### config.mk
export PLATFORM = sky130hd
export DESIGN_NAME = commit_monitor_flat
export DESIGN_NICKNAME = d
export VERILOG_FILES = /design/src/rtl/commit_pkg.sv /design/src/rtl/commit_monitor_if.sv /design/src/rtl/commit_trace_ring.sv /design/src/rtl/commit_monitor.sv /design/src/flat_wrapper.sv
export SDC_FILE = /design/constraint.sdc
export NUM_CORES = 1
export LEC_CHECK = 0
export ABC_AREA = 1
export CORE_MARGIN = 5
export CORE_UTILIZATION = 35
export CTS_CLUSTER_SIZE = 12
export DETAILED_ROUTE_END_ITERATION = 16
export GPL_TIMING_DRIVEN = 0
export SKIP_LAST_GASP = 1
export SYNTH_ARGS = -nofsm -noshare
export SYNTH_HDL_FRONTEND = slang
export SYNTH_SLANG_ARGS = --single-unit
### constraint.sdc
create_clock -name clock -period 4.1 [get_ports clock]
set_input_delay 0.82 -clock clock [delete_from_list [all_inputs] [get_ports clock]]
set_output_delay 0.82 -clock clock [all_outputs]
set_load 0.01 [all_outputs]
### src/rtl/commit_pkg.sv
// Shared types and constants for the retirement monitor.
package commit_pkg;

  typedef enum logic [1:0] {
    IDLE = 2'd0,
    RUN  = 2'd1,
    HALT = 2'd2,
    HANG = 2'd3
  } run_state_e;

  localparam logic [31:0] ST_IDLE = 32'd0;
  localparam logic [31:0] ST_RUN  = 32'd1;
  localparam logic [31:0] ST_HALT = 32'd2;
  localparam logic [31:0] ST_HANG = 32'd3;

  localparam logic [31:0] EBREAK_INST_DEF = 32'h0010_0073;

  typedef struct packed {
    logic [31:0] pc;
    logic [31:0] inst;
    logic        wen;
    logic [4:0]  waddr;
    logic [31:0] wdata;
  } commit_info_t;

  // Map the internal FSM encoding onto the 32-bit word the DPI side expects.
  function automatic logic [31:0] to_state_word(input run_state_e s);
    logic [31:0] w;
    case (s)
      IDLE:    w = ST_IDLE;
      RUN:     w = ST_RUN;
      HALT:    w = ST_HALT;
      default: w = ST_HANG;
    endcase
    return w;
  endfunction

endpackage

### src/rtl/commit_monitor_if.sv
// WB-stage retirement bus in, registered commit record out.
interface commit_monitor_if;
  logic        wb_valid;
  logic        wb_stall;
  logic [31:0] wb_pc;
  logic [31:0] wb_inst;
  logic        wb_rd_wen;
  logic [4:0]  wb_rd_addr;
  logic [31:0] wb_rd_data;
  logic [31:0] gpr_a0;

  logic        wb_commit;
  logic [31:0] commit_pc;
  logic [31:0] commit_inst;
  logic        commit_wen;
  logic [31:0] commit_waddr;
  logic [31:0] commit_wdata;

  modport master (
    output wb_valid, wb_stall, wb_pc, wb_inst, wb_rd_wen, wb_rd_addr, wb_rd_data, gpr_a0,
    input  wb_commit, commit_pc, commit_inst, commit_wen, commit_waddr, commit_wdata
  );

  modport slave (
    input  wb_valid, wb_stall, wb_pc, wb_inst, wb_rd_wen, wb_rd_addr, wb_rd_data, gpr_a0,
    output wb_commit, commit_pc, commit_inst, commit_wen, commit_waddr, commit_wdata
  );
endinterface

### src/rtl/commit_trace_ring.sv
// Ring of the most recently retired PCs, read newest-first by index.
module commit_trace_ring #(
  parameter int unsigned TRACE_DEPTH = 16
) (
  input  logic                           clock,
  input  logic                           reset,
  input  logic                           wr_en,
  input  logic [31:0]                    wr_pc,
  input  logic [$clog2(TRACE_DEPTH)-1:0] rd_idx,
  output logic [31:0]                    rd_pc,
  output logic [$clog2(TRACE_DEPTH):0]   cnt
);

  localparam int unsigned IW = $clog2(TRACE_DEPTH);

  logic [31:0]   mem [TRACE_DEPTH];
  logic [IW-1:0] wp;
  logic [IW-1:0] rd_ptr;

  // Write pointer, saturating fill count and ring storage.
  always_ff @(posedge clock) begin
    if (reset) begin
      wp  <= '0;
      cnt <= '0;
      for (int i = 0; i < int'(TRACE_DEPTH); i++) mem[i] <= '0;
    end else if (wr_en) begin
      mem[wp] <= wr_pc;
      wp      <= wp + IW'(1);
      if (cnt != (IW+1)'(TRACE_DEPTH)) cnt <= cnt + (IW+1)'(1);
    end
  end

  // Index 0 is the last entry written; unfilled slots read as zero.
  always_comb begin
    rd_ptr = wp - IW'(1) - rd_idx;
    rd_pc  = ((IW+1)'(rd_idx) < cnt) ? mem[rd_ptr] : 32'd0;
  end

endmodule

### src/rtl/commit_monitor.sv
// Retirement tracker: commit pulse, counters, trace ring, halt and hang detection.
module commit_monitor
  import commit_pkg::*;
#(
  parameter int unsigned TRACE_DEPTH = 16,
  parameter int unsigned TIMEOUT     = 1024,
  parameter logic [31:0] EBREAK_INST = EBREAK_INST_DEF
) (
  input  logic                           clock,
  input  logic                           reset,
  commit_monitor_if.slave                bus,
  input  logic [$clog2(TRACE_DEPTH)-1:0] trace_idx,
  output logic [63:0]                    instret,
  output logic [63:0]                    cycles,
  output logic [31:0]                    state,
  output logic [31:0]                    halt_code,
  output logic [31:0]                    trace_pc,
  output logic [$clog2(TRACE_DEPTH):0]   trace_cnt
);

  localparam int unsigned WW = $clog2(TIMEOUT);

  run_state_e   state_q, state_d;
  logic [WW-1:0] wd_q;
  commit_info_t info_q;
  logic         commit_q;
  logic         active;
  logic         ret;
  logic         is_ebreak;
  logic         expire;

  // Retirement qualification and watchdog expiry; a retirement always beats expiry.
  always_comb begin
    active    = (state_q == IDLE) || (state_q == RUN);
    ret       = bus.wb_valid && !bus.wb_stall && active;
    is_ebreak = (bus.wb_inst == EBREAK_INST);
    expire    = active && !ret && (wd_q == WW'(TIMEOUT - 1));
  end

  // Run-state next-state logic; HALT and HANG only leave through reset.
  always_comb begin
    state_d = state_q;
    case (state_q)
      IDLE, RUN: begin
        if (ret && is_ebreak) state_d = HALT;
        else if (ret)         state_d = RUN;
        else if (expire)      state_d = HANG;
      end
      default: state_d = state_q;
    endcase
  end

  // State register.
  always_ff @(posedge clock) begin
    if (reset) state_q <= IDLE;
    else       state_q <= state_d;
  end

  // Commit record, counters, halt code and watchdog.
  always_ff @(posedge clock) begin
    if (reset) begin
      commit_q  <= 1'b0;
      info_q    <= '0;
      instret   <= '0;
      cycles    <= '0;
      halt_code <= '0;
      wd_q      <= '0;
    end else begin
      commit_q <= ret;
      if (active) cycles <= cycles + 64'd1;
      if (ret) begin
        info_q.pc    <= bus.wb_pc;
        info_q.inst  <= bus.wb_inst;
        info_q.wen   <= bus.wb_rd_wen && (bus.wb_rd_addr != 5'd0);
        info_q.waddr <= bus.wb_rd_addr;
        info_q.wdata <= bus.wb_rd_data;
        instret      <= instret + 64'd1;
        wd_q         <= '0;
        if (is_ebreak) halt_code <= bus.gpr_a0;
      end else if (active && !expire) begin
        wd_q <= wd_q + WW'(1);
      end
    end
  end

  assign bus.wb_commit    = commit_q;
  assign bus.commit_pc    = info_q.pc;
  assign bus.commit_inst  = info_q.inst;
  assign bus.commit_wen   = info_q.wen;
  assign bus.commit_waddr = 32'(info_q.waddr);
  assign bus.commit_wdata = info_q.wdata;
  assign state            = to_state_word(state_q);

  commit_trace_ring #(.TRACE_DEPTH(TRACE_DEPTH)) u_ring (
    .clock  (clock),
    .reset  (reset),
    .wr_en  (ret),
    .wr_pc  (bus.wb_pc),
    .rd_idx (trace_idx),
    .rd_pc  (trace_pc),
    .cnt    (trace_cnt)
  );

endmodule

### src/flat_wrapper.sv
// flat-port wrapper written by rule: the top's interface ports become plain ports
module commit_monitor_flat import commit_pkg::*;
#(
  parameter int unsigned TRACE_DEPTH = 16,
  parameter int unsigned TIMEOUT     = 1024,
  parameter logic [31:0] EBREAK_INST = EBREAK_INST_DEF
)
  (clock, reset, trace_idx, instret, cycles, state, halt_code, trace_pc, trace_cnt, bus_wb_valid, bus_wb_stall, bus_wb_pc, bus_wb_inst, bus_wb_rd_wen, bus_wb_rd_addr, bus_wb_rd_data, bus_gpr_a0, bus_wb_commit, bus_commit_pc, bus_commit_inst, bus_commit_wen, bus_commit_waddr, bus_commit_wdata);
  commit_monitor_if bus_i ();
  input  logic clock;
  input  logic reset;
  input  logic [$clog2(TRACE_DEPTH)-1:0] trace_idx;
  output logic [63:0] instret;
  output logic [63:0] cycles;
  output logic [31:0] state;
  output logic [31:0] halt_code;
  output logic [31:0] trace_pc;
  output logic [$clog2(TRACE_DEPTH):0] trace_cnt;
  input wire logic [$bits(bus_i.wb_valid)-1:0] bus_wb_valid;
  input wire logic [$bits(bus_i.wb_stall)-1:0] bus_wb_stall;
  input wire logic [$bits(bus_i.wb_pc)-1:0] bus_wb_pc;
  input wire logic [$bits(bus_i.wb_inst)-1:0] bus_wb_inst;
  input wire logic [$bits(bus_i.wb_rd_wen)-1:0] bus_wb_rd_wen;
  input wire logic [$bits(bus_i.wb_rd_addr)-1:0] bus_wb_rd_addr;
  input wire logic [$bits(bus_i.wb_rd_data)-1:0] bus_wb_rd_data;
  input wire logic [$bits(bus_i.gpr_a0)-1:0] bus_gpr_a0;
  output wire logic [$bits(bus_i.wb_commit)-1:0] bus_wb_commit;
  output wire logic [$bits(bus_i.commit_pc)-1:0] bus_commit_pc;
  output wire logic [$bits(bus_i.commit_inst)-1:0] bus_commit_inst;
  output wire logic [$bits(bus_i.commit_wen)-1:0] bus_commit_wen;
  output wire logic [$bits(bus_i.commit_waddr)-1:0] bus_commit_waddr;
  output wire logic [$bits(bus_i.commit_wdata)-1:0] bus_commit_wdata;
  assign bus_i.wb_valid = bus_wb_valid;
  assign bus_i.wb_stall = bus_wb_stall;
  assign bus_i.wb_pc = bus_wb_pc;
  assign bus_i.wb_inst = bus_wb_inst;
  assign bus_i.wb_rd_wen = bus_wb_rd_wen;
  assign bus_i.wb_rd_addr = bus_wb_rd_addr;
  assign bus_i.wb_rd_data = bus_wb_rd_data;
  assign bus_i.gpr_a0 = bus_gpr_a0;
  assign bus_wb_commit = bus_i.wb_commit;
  assign bus_commit_pc = bus_i.commit_pc;
  assign bus_commit_inst = bus_i.commit_inst;
  assign bus_commit_wen = bus_i.commit_wen;
  assign bus_commit_waddr = bus_i.commit_waddr;
  assign bus_commit_wdata = bus_i.commit_wdata;
  commit_monitor #(.TRACE_DEPTH(TRACE_DEPTH), .TIMEOUT(TIMEOUT), .EBREAK_INST(EBREAK_INST)) u_core (.clock(clock), .reset(reset), .bus(bus_i), .trace_idx(trace_idx), .instret(instret), .cycles(cycles), .state(state), .halt_code(halt_code), .trace_pc(trace_pc), .trace_cnt(trace_cnt));
endmodule
==> results.md <==
- The area growth from synthesis to layout is 28.2%.
- Wires add up to 130 mm.
- Dividing the detail-routed wire length by the instance count gives around 21 µm.
- The hold violation total from the final report is 0.
- The largest single stage delay on the critical path is 540 ps.
- The critical path goes through dlygate4sd2_1 -> inv_2 -> ha_4 -> inv_2 -> fa_2 -> buf_12 -> inv_6 -> buf_12 -> clkbuf_8 -> nand3_1 -> a21oi_2 -> o21ai_2 -> nand2_2 -> nor2_2 -> clkdlybuf4s15_2.
- In this run the clock root is driven by a clkbuf_16.
- The via count of the first global-routing pass was about 30000.
- In the synthesized netlist, the number of instances is around 4200.
- The source-to-sink clock delay at the later pin of the worst-skew pair is just under 700 ps.
- The worst setup path is launched from a primary input.
- The placement-stage worst setup slack is -1690 ps.
- The per-instance average area after synthesis is around 8.6 µm².
- The detailed-route vias per instance is between 5 and 6.
- The min-delay analysis places its worst path in the category reg2reg.
- The share of synthesized registers carrying an async set or reset is 0%.
- The run finished, with violations left.
- In this run the power density over the cells is 414 nW/µm².
- In the global route stage, overall resource usage came out at a little under a quarter.
- The critical-path maximum fanout is 10.
- The clock-pin slew reported for the worst setup and hold paths after clock tree synthesis is 60 ps.
- Setup repair after global routing could not meet its margin everywhere.
- The die span in y is about 330 µm.
- The part of the power in combinational logic is a little over an eighth.
- In the finished design, the share of the clock period the worst path needs comes to 100%.
- The shortest clock period the worst path allows after layout is just over 4000 ps.
- The starting density of the core is around a third.
- The worst setup path is captured at a primary output.
- The switching part of the total is approximately 27%.
- Entering global routing, the biggest net connects 33 pins.
- Cells with a size suffix above 1 make up 11.7% of the layout.
- The clock power share is between 40% and 50%.
- During synthesis, Yosys emitted a total of 0 warnings.
- The net total in the final layout is between 5000 and 6000.
- The width of the chip is around 330 µm.
- The standby leakage power is about 0.018 µW.
- The count of nets left with antenna violations after detail routing is 0.
- The filler cell count in the final layout is between 10000 and 15000.
- In the routed design, unresolved DRC markers number 0.
- Global routing finished with a remaining overflow of 0.
- The initial antenna violation count is 3.
- The maximum vdd drop is a little under 0.3 mV.
- The die area is between 100000 and 150000 µm².
- In this run the critical register-to-register path is launched from u_core.u_ring.wp[0].
- Routability-driven placement finished with a final weighted congestion of approximately 0.95.
- The register share of total power is 45.9%.
- Clock tree synthesis found a total of 796 sinks.
- The detailed placer's ending HPWL is a little under 100 mm.
- The total number of vias is approximately 32000.
- The pre-antenna-repair detailed-routing pass consisted of 5 iterations.
- In the final timing run, aggregate negative setup slack is -1.79 ps.
- The floorplan has 118 rows.
- The wire length of the first global-routing pass is 192 mm.
- The hold path endpoint is u_core.bus.commit_waddr[4].
- For the worst flop-to-flop path, the logic depth is 7.
- The final reports fail on negative setup slack.
- Counting flops with a built-in enable in the synthesized netlist gives roughly 510.
- Port buffering added approximately 440 buffers.
- The worst register-to-register path ends at u_core.u_ring.mem[7][1].
- After synthesis the netlist holds a flip-flop and latch count of between 700 and 800.
- The startpoint identified for the worst hold timing path is u_core.bus.commit_waddr[4].
- The TritonCTS clock tree is built.
- Setup violations remaining at the end of the flow were counted as 1.
- The quantity of hold-fixing buffers added after cts is 0.
- The source of the critical timing path is trace_idx[0].
- In this run the number of H-tree levels came out at 3.
- The core area is 103000 µm².
- The number of cells on the worst hold path is 2.
- After the first detailed-routing iteration, the DRC count stood at around 2800.
- Internal power comes to about 14000 µW.
- For this run, the share of the core covered by cells in the final layout is approximately 45%.
- The count of different cell masters after synthesis is between 40 and 50.
- Clock skew on the completed layout was measured at between 50 and 60 ps.
- For this run, the top clock speed supported by timing is around 0.24 GHz.
- Once routing completed, OpenROAD measured the worst setup slack at -1.79 ps.
- The setup check on the worst reg-to-reg path leaves a slack of about 850 ps.
- The max-capacitance violation count is 0.
- The fraction of the yosys area taken by sequential cells is between 50% and 60%.
- The final-report max-slew violation count is 0.
- The top flip-flop cell by instance count after synthesis is edfxtp_1.
- Data on the critical path arrives at its endpoint at roughly 3300 ps.
- The I/O pin count is 501.
- The worst path required time is 3280 ps.
- The net load switching power is ~5200 µW.
- Headroom to the max-slew limit came out at a little over a third.
- The number of CTS-inserted buffers is 89.
- The category of the most critical setup path is in2out.
- The slowest stage of the critical path is the fa_2 cell.
- At the pin with the least slew margin, the transition time is 962 ps.
- The synthesized netlist occupies a cell area of around 36000 µm².
- Counting along the longest clock path gives a buffer depth of 3.
[how the worst max path moves through the flow]
stage | endpoint | slack, ps | cells past startpoint
2_1_floorplan | trace_pc[10] | 730 | 11
3_3_place_gp | trace_pc[28] | -1720 | 13
3_5_place_dp | trace_pc[28] | -1690 | 13
4_1_cts | trace_pc[3] | -80 | 12
5_1_grt | trace_pc[31] | -50 | 15
6_report | trace_pc[16] | -2 | 15
[registers in the layout, indices dropped and copies added (netlist names)]
register and flops:
u_core.u_ring.mem 512, u_core.cycles 64, u_core.instret 64, u_core.bus.commit_inst 32, u_core.bus.commit_pc 32, u_core.bus.commit_wdata 32, u_core.halt_code 32, u_core.wd_q 10
u_core.bus.commit_waddr 5, u_core.u_ring.cnt 5, u_core.u_ring.wp 4, u_core.state_q 2, u_core.bus.commit_wen 1, u_core.bus.wb_commit 1
[synth_stat cells (4+ instances only)]
cell type | n | share of area [%]
buf_6 | 4 | 0.12
a31oi_1 | 4 | 0.069
inv_2 | 7 | 0.072
clkinv_1 | 22 | 0.23
nand2_1 | 1096 | 11
nor3_1 | 33 | 0.45
nor4_1 | 4 | 0.069
nand4_1 | 48 | 0.83
a22o_1 | 47 | 1.1
o21bai_1 | 5 | 0.10
clkbuf_1 | 101 | 1.0
nor3b_1 | 6 | 0.12
nor2_1 | 863 | 8.9
inv_1 | 190 | 2.0
a21oi_1 | 188 | 2.6
o21ai_1 | 37 | 0.51
nand2_2 | 8 | 0.14
nor2_4 | 8 | 0.25
buf_1 | 8 | 0.083
xnor2_1 | 9 | 0.22
nand3_1 | 373 | 5.1
dfxtp_1 | 284 | 16
and2_1 | 4 | 0.069
buf_2 | 125 | 1.7
ha_1 | 15 | 0.52
buf_4 | 59 | 1.2
nor2_2 | 15 | 0.26
o21ai_0 | 125 | 1.7
xor2_1 | 21 | 0.51
edfxtp_1 | 512 | 42
[final cells by class]
cell class / count / area [µm²] / share of cell area, %
Antenna cell: 1 / 2.50 / 0.00537
Buffer: 300 / 1920 / 4.13
Clock buffer: 126 / 2440 / 5.25
Clock inverter: 35 / 384 / 0.824
Inverter: 220 / 838 / 1.80
Multi-Input combinational cell: 2988 / 13700 / 29.3
Sequential cell: 796 / 21100 / 45.2
Tap cell: 1380 / 1730 / 3.71
Timing Repair Buffer: 456 / 4550 / 9.77
[metal layers]
layer  global-route usage [%]  vias up  share of wire [%]
met5                        0        -              0.020
met4                     6.34        4                2.8
met3                     5.77      206                8.9
met2                     38.1     1336                 47
met1                     29.1    15000                 41
li1                         -    15100                  -
[critical path: cells and delay by family]
kind | cells | cell delay (ps)
compound gates | 2 | 300
buf+inv | 8 | 1110
fa+ha+maj | 2 | 680
simple gates | 3 | 360
[cells in the final DEF, fill, tap and decap left out, types with 5 or more instances in the layout]
master           synthesis  final
nand2_1               1096   1066
nor2_1                 863    853
edfxtp_1               512    512
clkdlybuf4s50_1          0    408
nand3_1                373    367
dfxtp_1                284    283
inv_1                  190    187
a21oi_1                188    140
buf_2                  125    104
clkbuf_1               101    101
clkbuf_16                0     95
o21ai_0                125     94
buf_4                   59     81
conb_1                   1     57
nand4_1                 48     48
a21oi_2                  0     47
a22o_1                  47     47
nand2_2                  8     38
o21ai_1                 37     35
o21ai_2                  0     33
nor3_1                  33     33
clkinv_1                22     33
clkbuf_4                 0     20
clkbuf_2                 3     20
xor2_1                  21     20
nor2_2                  15     19
buf_6                    4     17
clkbuf_8                 0     14
nor2_4                   8     14
ha_1                    15     13
clkinv_2                 0     12
xnor2_1                  9      9
inv_2                    7      8
buf_12                   0      8
nand3_2                  3      8
nor3b_1                  6      6
o21bai_1                 5      5
[power by group through the flow]
stage,combinational [µW],clock [µW],sequential [µW]
global route,2690,8330,8860
floorplan,1140,0,9020
finish,2510,7920,8840
detailed placement,2220,0,9010
CTS,2470,8000,8840
global placement,2190,0,9010
[metrics by stage]
| stage | area (µm²) | cells | hold slack, ps | total power [µW] |
|---|---|---|---|---|
| floorplan | 36600 | 4304 | 425 | 10200 |
| global placement | 42700 | 6126 | 437 | 11200 |
| detailed placement | 42800 | 6128 | 444 | 11200 |
| CTS | 46500 | 6300 | 457 | 19300 |
| global route | 46600 | 6301 | 477 | 19900 |
| finish | 46600 | 6302 | 454 | 19300 |
[cells by family (layout without fill, tap and decap cells)]
| kind of cell | after synthesis | after routing | synth area share [%] |
|---|---|---|---|
| other | 1 | 58 | 0.0103 |
| xor gates and xnor gates | 32 | 32 | 0.812 |
| adders and majority gates | 16 | 16 | 0.571 |
| and+or+nand+nor | 2475 | 2475 | 28.0 |
| DFF | 796 | 796 | 57.9 |
| AOI/OAI and AO/OA | 408 | 408 | 6.16 |
| buffers and inverters | 520 | 1137 | 6.51 |
[what timing repair did]
action                     CTS  global route
buffers inserted             8             1
setup endpoints to repair   32            32
gates resized for setup    352            78
pin swaps                   47            33
cloned                       3             0
No activity file was read; power rests on OpenSTA's default activity.
